===== src/rtl/rx_udp_pkg.sv =====
`default_nettype none
//==============================================================================
// Package     : rx_udp_pkg
// Description : Frame byte offsets, header constants and FSM encoding shared by
//               the UDP payload extractor.
// Revision    : 1.0 - initial release
//==============================================================================
package rx_udp_pkg;

    // Byte offsets counted from the first preamble byte.
    localparam logic [10:0] SFD_OFS   = 11'd7;
    localparam logic [10:0] DMAC_OFS  = 11'd8;
    localparam logic [10:0] ETYPE_OFS = 11'd20;
    localparam logic [10:0] IPVH_OFS  = 11'd22;
    localparam logic [10:0] PROTO_OFS = 11'd31;
    localparam logic [10:0] DIP_OFS   = 11'd38;
    localparam logic [10:0] ULEN_OFS  = 11'd46;
    localparam logic [10:0] PL_OFS    = 11'd50;
    localparam logic [10:0] B_MAX     = 11'd2047;

    localparam logic [7:0]  SFD_VAL     = 8'hD5;
    localparam logic [15:0] ETYPE_IPV4  = 16'h0800;
    localparam logic [7:0]  IPVH_45     = 8'h45;
    localparam logic [7:0]  PROTO_UDP   = 8'h11;
    localparam logic [15:0] UDP_HDR_LEN = 16'd8;
    localparam logic [47:0] BCAST_MAC   = 48'hFFFF_FFFF_FFFF;

    typedef enum logic [1:0] {
        IDLE    = 2'd0,
        HDR     = 2'd1,
        PAYLOAD = 2'd2,
        DRAIN   = 2'd3
    } state_t;

    // Big-endian byte selectors: index 0 is the byte sent first on the wire.
    function automatic logic [7:0] mac_byte(input logic [47:0] mac, input logic [2:0] idx);
        case (idx)
            3'd0:    return mac[47:40];
            3'd1:    return mac[39:32];
            3'd2:    return mac[31:24];
            3'd3:    return mac[23:16];
            3'd4:    return mac[15:8];
            default: return mac[7:0];
        endcase
    endfunction

    function automatic logic [7:0] ip_byte(input logic [31:0] ip, input logic [1:0] idx);
        case (idx)
            2'd0:    return ip[31:24];
            2'd1:    return ip[23:16];
            2'd2:    return ip[15:8];
            default: return ip[7:0];
        endcase
    endfunction

endpackage
`default_nettype wire


===== src/rtl/rx_hdr_match.sv =====
`default_nettype none
//==============================================================================
// Module      : rx_hdr_match
// Description : Byte-index addressed header comparator; latches per-field pass
//               flags and the UDP length while the header streams past.
// Revision    : 1.0 - initial release
//==============================================================================
module rx_hdr_match
    import rx_udp_pkg::*;
#(
    parameter logic [47:0] LOCAL_MAC = 48'h00_0A_35_01_FE_C0,
    parameter logic [31:0] LOCAL_IP  = 32'hC0_A8_00_02,
    parameter int          MAX_PL    = 1472
) (
    input  logic        sclk,
    input  logic        resetb,
    input  logic        frx_en,
    input  logic [7:0]  frx_data,
    input  logic [10:0] b,
    output logic        hdr_ok,
    output logic [15:0] pl_len
);

    localparam logic [15:0] c_ulen_min = 16'd9;
    localparam logic [15:0] c_ulen_max = 16'(MAX_PL) + UDP_HDR_LEN;

    logic        r_sfd_ok;
    logic        r_mac_loc;
    logic        r_mac_bc;
    logic        r_etype_ok;
    logic        r_ipvh_ok;
    logic        r_proto_ok;
    logic        r_dip_ok;
    logic [15:0] r_udp_len;

    logic        w_in_mac;
    logic        w_in_dip;
    logic [2:0]  w_mac_idx;
    logic [1:0]  w_dip_idx;

    assign w_in_mac  = (b >= DMAC_OFS) && (b < DMAC_OFS + 11'd6);
    assign w_mac_idx = 3'(b - DMAC_OFS);
    assign w_in_dip  = (b >= DIP_OFS) && (b < DIP_OFS + 11'd4);
    assign w_dip_idx = 2'(b - DIP_OFS);

    // Multi-byte fields start optimistic at byte 0 and are knocked out by any mismatch.
    always_ff @(posedge sclk) begin
        if (!resetb) begin
            r_sfd_ok   <= 1'b0;
            r_mac_loc  <= 1'b0;
            r_mac_bc   <= 1'b0;
            r_etype_ok <= 1'b0;
            r_ipvh_ok  <= 1'b0;
            r_proto_ok <= 1'b0;
            r_dip_ok   <= 1'b0;
            r_udp_len  <= '0;
        end else if (frx_en) begin
            if (b == 11'd0) begin
                r_sfd_ok   <= 1'b0;
                r_mac_loc  <= 1'b1;
                r_mac_bc   <= 1'b1;
                r_etype_ok <= 1'b1;
                r_ipvh_ok  <= 1'b0;
                r_proto_ok <= 1'b0;
                r_dip_ok   <= 1'b1;
                r_udp_len  <= '0;
            end
            if (b == SFD_OFS)
                r_sfd_ok <= (frx_data == SFD_VAL);
            if (w_in_mac) begin
                if (frx_data != mac_byte(LOCAL_MAC, w_mac_idx))
                    r_mac_loc <= 1'b0;
                if (frx_data != mac_byte(BCAST_MAC, w_mac_idx))
                    r_mac_bc <= 1'b0;
            end
            if ((b == ETYPE_OFS) && (frx_data != ETYPE_IPV4[15:8]))
                r_etype_ok <= 1'b0;
            if ((b == ETYPE_OFS + 11'd1) && (frx_data != ETYPE_IPV4[7:0]))
                r_etype_ok <= 1'b0;
            if (b == IPVH_OFS)
                r_ipvh_ok <= (frx_data == IPVH_45);
            if (b == PROTO_OFS)
                r_proto_ok <= (frx_data == PROTO_UDP);
            if (w_in_dip && (frx_data != ip_byte(LOCAL_IP, w_dip_idx)))
                r_dip_ok <= 1'b0;
            if (b == ULEN_OFS)
                r_udp_len[15:8] <= frx_data;
            if (b == ULEN_OFS + 11'd1)
                r_udp_len[7:0] <= frx_data;
        end
    end

    assign hdr_ok = r_sfd_ok && (r_mac_loc || r_mac_bc) && r_etype_ok && r_ipvh_ok
                 && r_proto_ok && r_dip_ok
                 && (r_udp_len >= c_ulen_min) && (r_udp_len <= c_ulen_max);
    assign pl_len = r_udp_len - UDP_HDR_LEN;

endmodule
`default_nettype wire


===== src/rtl/rx_udp_payload_extract.sv =====
`default_nettype none
//==============================================================================
// Module      : rx_udp_payload_extract
// Description : Strips Ethernet/IPv4/UDP headers, padding and FCS from the
//               filtered RX byte stream and emits the framed UDP payload.
// Revision    : 1.0 - initial release
//==============================================================================
module rx_udp_payload_extract
    import rx_udp_pkg::*;
#(
    parameter logic [47:0] LOCAL_MAC = 48'h00_0A_35_01_FE_C0,
    parameter logic [31:0] LOCAL_IP  = 32'hC0_A8_00_02,
    parameter int          MAX_PL    = 1472
) (
    input  logic        sclk,
    input  logic        resetb,
    input  logic        frx_en,
    input  logic [7:0]  frx_data,
    output logic        pl_en,
    output logic [7:0]  pl_data,
    output logic        pl_sof,
    output logic        pl_eof,
    output logic [15:0] pl_len,
    output logic        pl_abort,
    output logic [15:0] pkt_ok_cnt,
    output logic [15:0] pkt_drop_cnt
);

    state_t      r_state;
    logic [10:0] r_b;
    logic        r_skip;
    logic [15:0] r_rem;
    logic        w_hdr_ok;
    logic [15:0] w_n;

    rx_hdr_match #(
        .LOCAL_MAC (LOCAL_MAC),
        .LOCAL_IP  (LOCAL_IP),
        .MAX_PL    (MAX_PL)
    ) u_hdr_match (
        .sclk     (sclk),
        .resetb   (resetb),
        .frx_en   (frx_en),
        .frx_data (frx_data),
        .b        (r_b),
        .hdr_ok   (w_hdr_ok),
        .pl_len   (w_n)
    );

    always_ff @(posedge sclk) begin
        if (!resetb) begin
            r_state      <= IDLE;
            r_b          <= '0;
            // A reset landing inside a burst must not be mistaken for a frame start.
            r_skip       <= frx_en;
            r_rem        <= '0;
            pl_en        <= 1'b0;
            pl_data      <= '0;
            pl_sof       <= 1'b0;
            pl_eof       <= 1'b0;
            pl_len       <= '0;
            pl_abort     <= 1'b0;
            pkt_ok_cnt   <= '0;
            pkt_drop_cnt <= '0;
        end else begin
            pl_en    <= 1'b0;
            pl_data  <= '0;
            pl_sof   <= 1'b0;
            pl_eof   <= 1'b0;
            pl_abort <= 1'b0;

            if (!frx_en) begin
                r_b    <= '0;
                r_skip <= 1'b0;
            end else if (r_b != B_MAX) begin
                r_b <= r_b + 11'd1;
            end

            case (r_state)
                IDLE: begin
                    if (frx_en && !r_skip)
                        r_state <= HDR;
                end
                HDR: begin
                    if (!frx_en) begin
                        r_state      <= IDLE;
                        pkt_drop_cnt <= pkt_drop_cnt + 16'd1;
                    end else if (r_b == PL_OFS - 11'd1) begin
                        if (w_hdr_ok) begin
                            r_state <= PAYLOAD;
                            r_rem   <= w_n;
                        end else begin
                            r_state      <= DRAIN;
                            pkt_drop_cnt <= pkt_drop_cnt + 16'd1;
                        end
                    end
                end
                PAYLOAD: begin
                    if (!frx_en) begin
                        r_state      <= IDLE;
                        pl_abort     <= 1'b1;
                        pkt_drop_cnt <= pkt_drop_cnt + 16'd1;
                    end else begin
                        pl_en   <= 1'b1;
                        pl_data <= frx_data;
                        r_rem   <= r_rem - 16'd1;
                        if (r_b == PL_OFS) begin
                            pl_sof <= 1'b1;
                            pl_len <= r_rem;
                        end
                        if (r_rem == 16'd1) begin
                            pl_eof     <= 1'b1;
                            pkt_ok_cnt <= pkt_ok_cnt + 16'd1;
                            r_state    <= DRAIN;
                        end
                    end
                end
                DRAIN: begin
                    if (!frx_en)
                        r_state <= IDLE;
                end
                default: r_state <= IDLE;
            endcase
        end
    end

endmodule
`default_nettype wire


===== config.mk =====
export PLATFORM = sky130hd
export DESIGN_NAME = rx_udp_payload_extract
export DESIGN_NICKNAME = d
export VERILOG_FILES = /design/src/rtl/rx_udp_pkg.sv /design/src/rtl/rx_hdr_match.sv /design/src/rtl/rx_udp_payload_extract.sv
export SDC_FILE = /design/constraint.sdc
export NUM_CORES = 1
export LEC_CHECK = 0
export ABC_CLOCK_PERIOD_IN_PS = 3500
export CORE_ASPECT_RATIO = 0.6
export CORE_MARGIN = 2
export CORE_UTILIZATION = 30
export DETAILED_ROUTE_END_ITERATION = 10
export DONT_BUFFER_PORTS = 1
export SYNTH_ARGS = -nofsm -noshare
export SYNTH_HDL_FRONTEND = slang
export SYNTH_HIERARCHICAL = 1
export SYNTH_SLANG_ARGS = --single-unit

===== constraint.sdc =====
create_clock -name sclk -period 3.5 [get_ports sclk]
set_clock_uncertainty 0.05 [all_clocks]
set_input_delay 0.7 -clock sclk [delete_from_list [all_inputs] [get_ports sclk]]
set_output_delay 0.7 -clock sclk [all_outputs]
set_load 0.01 [all_outputs]

# Word-level counts from Yosys, hierarchy flattened

Cells that the tools add are included.
W data, S select, Z words.

Register bits: 113
Latch bits: 0
RAM bits: 0
ROM bits: 0
Input bits: 11
Output and inout port bits: 60
Word-level logic and storage cells: 166
Memories: 0

Add/subtract/negate cells: 7
Multiply operators: 0
Div/mod/pow operators: 0
Magnitude comparators: 6
Eq/ne operators: 38
Shift-type cells: 0
Multiplexer cells: 51
Bitwise logic cells: 0
Reduce and logical (&&, ||, !) cells: 43

Operators by type and width:

| cell                    | number |
|---|---|
| $mux W16                | 9 |
| $mux W8                 | 10 |
| $pmux W16 S2            | 2 |
| $eq A11 B5 Y1 const B   | 4 |
| $eq A11 B6 Y1 const B   | 4 |
| $pmux W8 S5             | 1 |
| $add A16 B1 Y16 const B | 2 |
| $ne A8 B8 Y1            | 3 |
| $pmux W8 S3             | 1 |
| $mux W1                 | 21 |
| $reduce_and A2 Y1       | 9 |
| $eq A16 B1 Y1 const B   | 1 |
| $ge A16 B4 Y1 const B   | 1 |
| $le A16 B11 Y1 const B  | 1 |
| $sub A16 B1 Y16 const B | 1 |
| $sub A16 B4 Y16 const B | 1 |
| $ne A2 B2 Y1 const B    | 7 |
| $reduce_bool A2 Y1      | 7 |
| $logic_and A1 B1 Y1     | 13 |
| $mux W2                 | 6 |
| $add A11 B1 Y11 const B | 1 |
| $eq A11 B3 Y1 const B   | 1 |
| $ge A11 B4 Y1 const B   | 1 |
| $ge A11 B6 Y1 const B   | 1 |
| 27 further kinds        | 37 |

# Logic depth before layout (Yosys ltp)

Gate-level depths: netlist of the first run.

Depth in word-level cells: 12
Gate-level depth with buffers: 10
Mapped depth without buffers: 10

# Cells and area by module

Netlist of the first run, hierarchy kept.

By module, submodules not included:

| module                 | times used | cells an instance | area each (µm²) | sequential area each (µm²) |
|---|---|---|---|---|
| rx_udp_payload_extract | 1          | 514               | 4324.1          | 1811.7 |
| rx_hdr_match           | 1          | 211               | 1620.3          | 460.4 |

# Worst setup path before layout of the first run

No wires, ideal clock.

Kind: register -> register
Start point: register u_hdr_match.r_udp_len[0]
End point: register r_rem[11]
Setup time: 131 ps
Data arrival time: 2332 ps
Required time: 3319 ps
Setup slack: 987 ps
Stages on the path, launching flop included: 10
Path buffers: 1
Period minus slack after synthesis: 2513 ps
Path through: dfxtp_1 > nor3_1 > o21ai_0 > a41o_1 > a2111oi_0 > nand3_1 > o22a_1 > clkbuf_1 > o211ai_1 > o31ai_1

Word-level cells in the longest chain between the ends: 5
Elaborated cells between the ends (all ways): 11
Those cells by class: 1 x add/sub; 2 x order compare; 1 x eq/ne; 4 x mux; 3 x reduce/logical

RTL lines:

| what                                   | line                          | source |
|---|---|---|
| start: declaration                     | rx_hdr_match.sv:34            | `logic [15:0] r_udp_len;` |
| start signal: assignment               | rx_hdr_match.sv:89            | `r_udp_len[7:0] <= frx_data;` |
| $ge A16 B4 Y1                          | rx_hdr_match.sv:95            | `&& (r_udp_len >= c_ulen_min) && (r_udp_len <= c_ulen_max);` |
| $logic_and A1 B1 Y1                    | rx_hdr_match.sv:95            |  |
| $logic_and A1 B1 Y1 (*)                | rx_hdr_match.sv:95            |  |
| via w_hdr_ok                           | rx_udp_payload_extract.sv:33  | `logic w_hdr_ok;` |
| $ne A2 B1 Y1 (no source line) (*)      | --                            |  |
| $reduce_and A5 Y1 (no source line) (*) | --                            |  |
| end signal: assignment                 | rx_udp_payload_extract.sv:91  | `r_rem <= w_n;` |
| end signal: assignment                 | rx_udp_payload_extract.sv:106 | `r_rem <= r_rem - 16'd1;` |
| end: declaration                       | rx_udp_payload_extract.sv:32  | `logic [15:0] r_rem;` |

Mark *: on every way through the listed nets, which the timed path passes. The rest lies on a longest branch. The select of a mux whose other input is x is not followed.
A chain may end at the register's enable or synchronous reset.

# Worst setup path after layout of the first run

Start point: register u_hdr_match.r_udp_len[0]
End point: register r_rem[15]

The elaborated chain is that of the path after synthesis.

==> results of run 1 <==
power by group through the flow:
| stage | clock (mW) | combinational, mW | sequential, mW |
|---|---|---|---|
| after detailed placement | 0 | 0.950 | 1.57 |
| after CTS | 1.72 | 0.957 | 1.54 |
| after floorplan | 0 | 0.746 | 1.53 |
| final | 1.67 | 0.980 | 1.55 |
| after global routing | 1.78 | 1.09 | 1.57 |
| after global placement | 0 | 0.953 | 1.57 |
layout make-up:
| type | instances | area, sq um | area share (%) |
|---|---|---|---|
| clock buffer | 25 | 525.5 | 7.818 |
| clock inverter | 5 | 50.05 | 0.7446 |
| inverter | 25 | 93.84 | 1.396 |
| multi-input combinational | 541 | 3372 | 50.17 |
| sequential | 113 | 2272 | 33.80 |
| tap | 266 | 332.8 | 4.952 |
| timing repair buffer | 10 | 75.07 | 1.117 |
registers in the layout, summed over array words and instances, names as in the netlist, 2 cells and up:
name and flops:
r_rem 16, pl_data 8, pl_len 16, r_b 11, r_state 2, pkt_drop_cnt 16
pkt_ok_cnt 16, u_hdr_match/r_udp_len 16
placed cells by master (no fill, tap or decap), types with 3 or more instances in the layout:
master	count
dfxtp_1	112
nand2_1	102
nor2_1	55
a21oi_1	41
nand3_1	40
xnor2_1	34
nor3_1	27
inv_1	24
nor4_1	18
clkbuf_16	17
xor2_1	14
and2_1	13
o21ai_0	13
nor2b_1	13
o32ai_1	13
a31oi_1	12
ha_1	12
nand4_1	11
a21boi_1	11
buf_4	10
or3_1	8
mux2i_1	8
a211oi_1	7
a21boi_0	7
clkbuf_8	7
and4_1	6
or4_1	6
nor3b_1	5
nand2b_1	5
nor3_2	4
and3_1	4
clkinv_2	4
nor4_4	3
o22ai_1	3
nor4b_1	3
nand3b_1	3
nand4b_1	3
a2111oi_0	3
logic make-up (layout without fill, tap and decap cells):
family	Yosys count	in the layout	synth area share, %
muxes	8	8	1.347
AOI/OAI and AO/OA	128	128	14.36
buffers and inverters	71	65	5.094
DFF	113	113	38.22
xor gates and xnor gates	48	48	7.072
and+or+nand+nor	343	343	31.00
adders and majority gates	14	14	2.905
synth_stat cells (14+ instances only):
cell | number | share of area (%)
clkbuf_1 | 26 | 1.6
nor2_1 | 55 | 3.5
nand2_1 | 102 | 6.4
xor2_1 | 14 | 2.1
buf_2 | 14 | 1.2
xnor2_1 | 34 | 5.0
dfxtp_1 | 112 | 38
inv_1 | 24 | 1.5
a21oi_1 | 41 | 3.5
nor3_1 | 27 | 2.3
nand3_1 | 40 | 3.4
nor4_1 | 18 | 1.9
per-stage QoR:
step | total power [mW] | instances
2_1_floorplan | 2.274 | 725
3_5_place_dp | 2.520 | 955
5_1_grt | 4.431 | 985
3_3_place_gp | 2.523 | 955
6_report | 4.198 | 985
4_1_cts | 4.223 | 985
per-layer routing:
layer / global-route usage (%) / vias to the layer above / part of all wire, %
li1: - / 2541 / -
met1: 22.44 / 2420 / 51
met2: 20.47 / 146 / 40
met3: 6.083 / 9 / 7.9
met4: 4.199 / 0 / 0.70
met5: 0 / - / 0
worst max-delay path, delay by kind of cell, from the launching register on:
kind	cells	cell delay (ns)
buffers and inverters	2	0.53
AO/OA/AOI/OAI	5	1.81
flip-flops	1	0.33
AND/OR/NAND/NOR	2	0.26
final timing paths:
path	from	to	slack [ns]	cells past startpoint
worst max register to register	u_hdr_match/r_udp_len[0]	r_rem[15]	0.42	9
worst min register to register	pl_len[12]	pl_len[12]	0.45	2
worst min-delay path	frx_data[4]	pl_data[4]	0.36	1
worst max-delay path	u_hdr_match/r_udp_len[0]	r_rem[15]	0.42	9
==> results.yml, run 1 <==
worst_setup_path:
  worstPathMaxFanout: 20
  cp_slowest_cell: "a2111oi_0"
  end_kind: "register"
  slowest_delay_ns: 0.68
  crit_required_ns: 3.76
  crit_path_start_kind: "register"
  path_common_cell: "buf_4"
  path_cells: "nor3_1 > o21ai_0 > a41o_1 > a2111oi_0 > buf_4 > nand3_1 > o22a_1 > buf_4 > o32ai_1"
  worst-endpoint-arrival_ns: 3.33
  crit_type: "reg2reg"
layout:
  nNetsFinal: 732
  drive_gt1_share_pct: 8.067
  syn2layout_area_growth_pct: 13.07
  diodes: 0
  fin_area_sq_um: 6721
  final_core_util_pct: 34.96
  n_fill_cell: 2003
placed_design:
  place_congestion: 0.8095
  postPlaceCellArea_sq_um: 6146
  place_hpwl_microns: 10680
  pre_cts_ws_ns: 0.5248
  io_buffers: 0
detailed_routing:
  viasPerCell: 5.194
  drc: 0
  wl_microns: 15470
  drt-initial-drc-count: 354
  drt-wirelength-per-cell_microns: 15.70
  vias: 5116
  dr.pass1.iters: 5
  postRouteAntennaNets: 0
timing:
  period_share_pct: 87.94
  relSlewSlack_pct: 44.34
  finalSetupViolCount: 0
  rsz0062_at_grt: "false"
  fin_setup_tns_ns: 0
  hold_violations: 0
  drv_slew: 0
  finalWorstSetupSlack_ns: 0.4219
  timing.hold.ws_ns: 0.3619
  fmax_mhz: 324.9
  tightest_slew_ns: 0.8232
  fin_crit_ns: 3.078
grt:
  grt_max_degree: 51
  grt_pass1_vias: 4742
  grtUsageTotal_pct: 15.34
  grt_pass1_wl_microns: 25400
  antenna_found_initial: 0
  grt.overflow.total: 0
synthesis:
  syn_area_sq_um: 5944
  synth_ff_type: "dfxtp_1"
  ys_seq_elements: 113
  synth.distinct_cells: 66
  ys_warn_count: 6
  synth_edf_count: 1
  async_flop_share_pct: 0
  postSynthAreaPerCell_sq_um: 8.199
  yosysSeqAreaShare_pct: 38.22
  netlist_instances: 725
  syn_nets: 749
cts:
  cts_tree: "yes"
  cts.htree.levels: 4
  ctsResizeCount: 0
  cts.sinks: 113
  cts_buffers: 17
  clkSlewWorstSetupHoldPaths_ns: 0.05
  cts_max_path_buffers: 2
  cts_root_buffer: "clkbuf_16"
  clk_latency_ns: 0.41
  postCtsSetupRepairBufs: 0
  ctsHoldBuffers: 0
pwr:
  internal_power_mw: 2.845
  p_leak_nw: 2.216
  cellPowerDensity_nw_per_um2: 624.5
  vdd_drop_max_uv: 341.8
  pwr-share-seq_pct: 36.8
  clkPwrFrac_pct: 39.8
  swShare_pct: 32.22
  combinationalPowerShare_pct: 23.4
  p_sw_mw: 1.352
die:
  die_h_microns: 113.0
  die_area_sq_um: 20990
  rows: 39
  die_x_microns: 185.7
  start_util_pct: 30.92
  io_pins: 71
  core_sq_um: 19230
job:
  drv_cap: 0
hold_path:
  hold_class: "in2reg"
run_status:
  outcome: "complete, no violations"
(Power assumes the default switching activity.)
==> inputs of run 2 (changes only) <==
ABC_AREA = 1   (was unset)
==> run 2 against run 1 <==
Against the previous run: cell count rose by 30%; power up 4.6%; first-iteration DRC count increased by 42%; non-clock buffer count decreased by 7; sequential power down 3%; register-to-register slack gained 0.73 ns; sequential share of layout area is 3.4 points lower; global-route usage up 1.1 points; worst hold slack lost 0.021 ns; die area up 13%; critical path type unchanged; critical endpoint is now pkt_drop_cnt[5]; largest cell class unchanged.
==> results.yml, run 2 <==
worst_setup_path:
  end_kind: "register"
  r2r_slack_ns: 1.15
  crit_type: "reg2reg"
  rr_worst_depth: 15
  reg2reg_from: "u_hdr_match/r_udp_len[5]"
  reg2reg_to: "pkt_drop_cnt[5]"
  crit_required_ns: 3.76
  worstPathMaxFanout: 14
  worst-endpoint-arrival_ns: 2.61
  crit_path_start_kind: "register"
synthesis:
  postSynthAreaPerCell_sq_um: 6.775
  synth-xor-area-share_pct: 4.027
  synthAdderAreaFrac_pct: 2.413
  synth.distinct_cells: 47
  post-synth-top-count-cell: "nand2_1"
  synth_ff_type: "dfxtp_1"
  syn_nets: 1019
  synth_top_family_by_area: "simple AND/OR/NAND/NOR gates"
  ys_top_cells_by_count: "230 x nand2_1, 125 x nor2_1, 112 x dfxtp_1, 112 x inv_1, 79 x nand3_1"
  ys_seq_elements: 113
  synth_top_area_share_pct: 33.26
  synthMuxAreaShare_pct: 0
  async_flop_share_pct: 0
  synthSimpleGateAreaFrac_pct: 36.43
  ys_warn_count: 6
  netlist_instances: 995
  syn_area_sq_um: 6741
  yosys.area.top_type: "dfxtp_1"
  synth_compound_area_share_pct: 13.53
  synth_area_leaders: "dfxtp_1 33%, nand2_1 13%, nor2_1 7.0%, inv_1 6.2%, nand3_1 5.9%"
  synth_edf_count: 1
  yosysSeqAreaShare_pct: 33.70
grt:
  grt.overflow.total: 0
  grt_pass1_wl_microns: 30310
  grt_pass1_vias: 5508
  antenna_found_initial: 0
  grtUsageTotal_pct: 16.43
  grt_max_degree: 43
run_status:
  outcome: "complete, no violations"
detailed_routing:
  drt-initial-drc-count: 504
  drt-wirelength-per-cell_microns: 14.47
  dr.pass1.iters: 6
  drc: 0
  postRouteAntennaNets: 0
  vias: 6172
  wl_microns: 18560
  viasPerCell: 4.811
timing:
  drv_slew: 0
  fin_crit_ns: 2.352
  rsz0062_at_grt: "false"
  period_share_pct: 67.19
  tightest_slew_ns: 0.8506
  finalSetupViolCount: 0
  fmax_mhz: 425.2
  relSlewSlack_pct: 43.21
  fin_setup_tns_ns: 0
  hold_violations: 0
die:
  core_sq_um: 22070
  start_util_pct: 30.54
  die_area_sq_um: 23730
  die_h_microns: 120.1
  rows: 42
  die_x_microns: 197.5
  io_pins: 71
cts:
  cts.sinks: 113
  cts_tree: "yes"
  cts.htree.levels: 4
  clkSlewWorstSetupHoldPaths_ns: 0.05
  cts_root_buffer: "clkbuf_16"
  cts_buffers: 17
  ctsResizeCount: 0
  clk_latency_ns: 0.42
  ctsHoldBuffers: 0
  cts_max_path_buffers: 2
  postCtsSetupRepairBufs: 0
pwr:
  combinationalPowerShare_pct: 28.5
  clkPwrFrac_pct: 37.1
  cellPowerDensity_nw_per_um2: 587.5
  internal_power_mw: 2.797
  p_sw_mw: 1.593
  swShare_pct: 36.28
  p_leak_nw: 3.035
  pwr-share-seq_pct: 34.3
  vdd_drop_max_uv: 339.8
layout:
  n_fill_cell: 2371
  fin_area_sq_um: 7472
  final_cell_mix: "230 x nand2_1, 125 x nor2_1, 112 x inv_1, 112 x dfxtp_1, 79 x nand3_1"
  nNetsFinal: 1011
  syn2layout_area_growth_pct: 10.84
  diodes: 0
  final_common_cell: "nand2_1"
  drive_gt1_share_pct: 12.44
hold_path:
  hold_end: "pl_data[2]"
  hold_class: "in2reg"
  holdPathStages: 2
  hold_start: "frx_data[2]"
placed_design:
  place_congestion: 0.9150
  postPlaceCellArea_sq_um: 6928
  place_hpwl_microns: 13670
  io_buffers: 0
job:
  drv_cap: 0
[run 2: changes by cell type after synthesis, moves of 19 or more]
cell,previous run,this run
a21oi_2,0,28
inv_1,24,112
nand2_1,102,230
nand3_1,40,79
nor2_1,55,125
o21ai_0,13,32
o21ai_1,0,21
xnor2_1,34,8
[run 2: cells by family after synthesis]
kind of cell / after synthesis
flip-flops: 113
AND/OR/NAND/NOR: 534
buffers and inverters: 153
adder cells (fa/ha/maj): 13
AO/OA/AOI/OAI: 151
XOR/XNOR: 31
[run 2: layout make-up]
cell class | instances | area, sq um | share of cell area [%]
multi-input cells | 729 | 3802 | 50.89
well taps | 286 | 357.8 | 4.789
inverters | 123 | 473.0 | 6.330
repair buffers | 3 | 22.52 | 0.3014
clock inverters | 6 | 56.30 | 0.7535
clock buffers | 23 | 488.0 | 6.530
flip-flops and latches | 113 | 2272 | 30.41
[run 2: power groups by stage]
stage / clock (mW) / sequential, mW / combinational [mW]
floorplan: 0 / 1.50 / 1.04
global placement: 0 / 1.53 / 1.24
detailed placement: 0 / 1.53 / 1.25
CTS: 1.68 / 1.50 / 1.25
global route: 1.73 / 1.52 / 1.45
finish: 1.63 / 1.51 / 1.25
[run 2: layer usage]
layer | up-vias | wire length (microns) | GRT usage, %
li1 | 3180 | - | -
met1 | 2783 | 9877 | 26.29
met2 | 199 | 7002 | 20.53
met3 | 10 | 1544 | 4.778
met4 | 0 | 137 | 3.947
met5 | - | 0 | 0
[run 2: how the worst max path moves through the flow]
stage / depth (start not counted) / slack (ns) / endpoint / startpoint
after global routing: 15 / 0.83 / pkt_drop_cnt[2] / u_hdr_match/r_udp_len[5]
final: 15 / 1.15 / pkt_drop_cnt[5] / u_hdr_match/r_udp_len[5]
after detailed placement: 15 / 1.14 / pkt_drop_cnt[5] / u_hdr_match/r_udp_len[5]
after floorplan: 13 / 1.66 / r_rem[13] / u_hdr_match/r_udp_len[3]
after CTS: 15 / 1.13 / pkt_drop_cnt[5] / u_hdr_match/r_udp_len[5]
after global placement: 15 / 1.19 / pkt_drop_cnt[2] / u_hdr_match/r_udp_len[5]
[run 2: metrics by stage]
stage	setup slack, ns	hold slack [ns]	util (%)	power (mW)	cells
finish	1.148	0.3410	33.85	4.390	1283
detailed placement	1.141	0.4291	31.39	2.777	1254
global placement	1.186	0.4192	31.39	2.766	1254
floorplan	1.658	0.3994	-	2.533	995
global route	0.8316	0.3243	33.85	4.695	1283
CTS	1.128	0.3139	33.85	4.438	1283
[run 2: worst max-delay path, stage by stage (launching register included)]
cell and delay [ns]:
dfxtp_1 0.34, inv_1 0.08, nand2_1 0.06, nor2_2 0.17, inv_1 0.08, nand2_1 0.06, nand4_1 0.07, nand2_1 0.07
a21oi_1 0.06, nand2_1 0.11, inv_2 0.05, nor2_2 0.17, a21boi_4 0.53, nand2_1 0.15, o21ai_1 0.15, nor2_1 0.05
==> inputs of run 3 (changes only) <==
ABC_CLOCK_PERIOD_IN_PS = 2220   (was 3500)
clock period = 2.22 ns   (was 3.5 ns; I/O delays follow)
==> run 3 against run 2 <==
Against the previous run: fmax rose by 16%; setup slack got worse by 0.95 ns; largest cell class unchanged; cell area rose by 2.6%; sequential power rose by 58%; power rose by 63%; highest routed layer unchanged; worst hold slack got worse by 0.25 ns.
==> results.yml, run 3 (synthesis results as in run 2) <==
layout:
  multi_input_area_sq_um: 3831
  diodes: 0
  final_cell_mix: "229 x nand2_1, 122 x nor2_1, 112 x inv_1"
  nNetsFinal: 1030
  drive_gt1_share_pct: 14.92
  final_cells: 1305
  final_common_cell: "nand2_1"
  n_fill_cell: 2347
  syn2layout_area_growth_pct: 13.72
  fin_area_sq_um: 7666
  seq_area_sq_um: 2273
job:
  drv_cap: 0
die:
  io_pins: 71
  rows: 42
  die_h_microns: 120.1
  die_area_sq_um: 23730
  start_util_pct: 30.54
  die_x_microns: 197.5
  core_sq_um: 22070
timing:
  finalWorstSetupSlack_ns: 0.1974
  fmax_mhz: 494.4
  drv_slew: 0
  fin_crit_ns: 2.023
  hold_violations: 0
  period_share_pct: 91.11
  finalSetupViolCount: 0
  tightest_slew_ns: 0.5603
  fin_setup_tns_ns: 0
  relSlewSlack_pct: 62.61
hold_path:
  hold_class: "in2reg"
  hold_end: "pl_data[2]"
  holdPathStages: 2
  hold_start: "frx_data[2]"
detailed_routing:
  wl_met1_microns: 9843
  vias: 6273
  met2_length_microns: 6964
  wl_met3_microns: 1540
  postRouteAntennaNets: 0
  drt-wirelength-per-cell_microns: 14.23
  viasPerCell: 4.807
  top_layer: "met4"
  drt-initial-drc-count: 410
  wl_microns: 18580
  drc: 0
  dr.pass1.iters: 5
worst_setup_path:
  reg2reg_from: "u_hdr_match/r_udp_len[11]"
  end_kind: "register"
  reg2reg_to: "r_rem[13]"
  crit_path_start_kind: "register"
  rr_worst_depth: 13
  crit_required_ns: 2.47
  worstPathMaxFanout: 15
  worst-endpoint-arrival_ns: 2.27
  r2r_slack_ns: 0.20
  crit_type: "reg2reg"
placed_design:
  place_congestion: 0.8831
  io_buffers: 0
  placed_cells: 1270
  postPlaceCellArea_sq_um: 7073
  pre_cts_ws_ns: 0.1011
  place_hpwl_microns: 13650
cts:
  cts_buffers: 17
  cts_tree: "yes"
  clkSlewWorstSetupHoldPaths_ns: 0.06
  cts.sinks: 113
  cts.htree.levels: 4
  cts_root_buffer: "clkbuf_16"
  ctsHoldBuffers: 0
  cts_max_path_buffers: 2
  clk_latency_ns: 0.42
grt:
  grt.overflow.total: 0
  antenna_found_initial: 0
  grt_pass1_vias: 5685
  grtUsageTotal_pct: 16.57
  grt_max_degree: 43
  grt_pass1_wl_microns: 30570
pwr:
  p_leak_nw: 3.126
  vdd_drop_max_uv: 549.1
  cellPowerDensity_nw_per_um2: 933.6
run_status:
  outcome: "complete, no violations"
[run 3: changes by cell type in the layout (fill, tap and decap cells not counted), moves of 3 or more]
cell,previous run,this run
clkinvlp_4,0,4
nor2_1,125,122
clkbuf_8,4,1
buf_4,3,20
[run 3: worst max-delay path, stage by stage (launching register included)]
cell,delay [ns]
dfxtp_1,0.34
nor2_2,0.15
o21ai_0,0.13
nor3_2,0.20
nand2_1,0.09
a21oi_2,0.14
nand2_1,0.08
inv_2,0.08
nand3_2,0.12
a21oi_4,0.17
buf_12,0.15
nor2_1,0.05
nor2_1,0.11
nor2_1,0.04
[run 3: repair_timing]
item,in CTS,in global routing
buffers inserted,0,3
resized for setup,0,11
setup endpoints to repair,0,32
[run 3: report_power, final]
part	switching (mW)	internal, mW
registers	0.185	2.19
clock network	0.997	1.55
logic	1.44	0.785
total	2.63	4.53
[run 3: cell type report]
class	instances	share of cell area, %
multi-input cells	729	49.98
flip-flops and latches	113	29.66
inverters	123	6.169
clock buffers	21	5.876
well taps	286	4.668
repair buffers	22	2.481
clock inverters	11	1.175
[run 3: routing by layer]
| metal | vias up | track usage, % |
|---|---|---|
| met1 | 2833 | 25.43 |
| met4 | 0 | 4.887 |
| met3 | 15 | 5.143 |
| met2 | 207 | 21.39 |
| li1 | 3218 | - |
| met5 | - | 0 |
[run 3: per-stage QoR]
stage	total power, mW	util (%)	hold WS [ns]
finish	7.157	34.73	0.08636
global route	7.667	34.73	0.07360
CTS	7.117	34.50	0.06396
detailed placement	4.535	32.05	0.4280
global placement	4.524	32.05	0.4176
floorplan	3.993	-	0.3994
[run 3: worst max path at each step]
| stage | from | to | slack, ns | cells past startpoint |
|---|---|---|---|---|
| final | u_hdr_match/r_udp_len[11] | r_rem[13] | 0.20 | 13 |
| after global routing | u_hdr_match/r_udp_len[11] | r_rem[13] | -0.03 | 13 |
| after floorplan | u_hdr_match/r_udp_len[3] | r_rem[13] | 0.38 | 13 |
| after global placement | u_hdr_match/r_udp_len[11] | r_rem[10] | 0.08 | 13 |
| after CTS | u_hdr_match/r_udp_len[11] | r_rem[10] | 0.08 | 13 |
| after detailed placement | u_hdr_match/r_udp_len[11] | r_rem[1] | 0.10 | 12 |
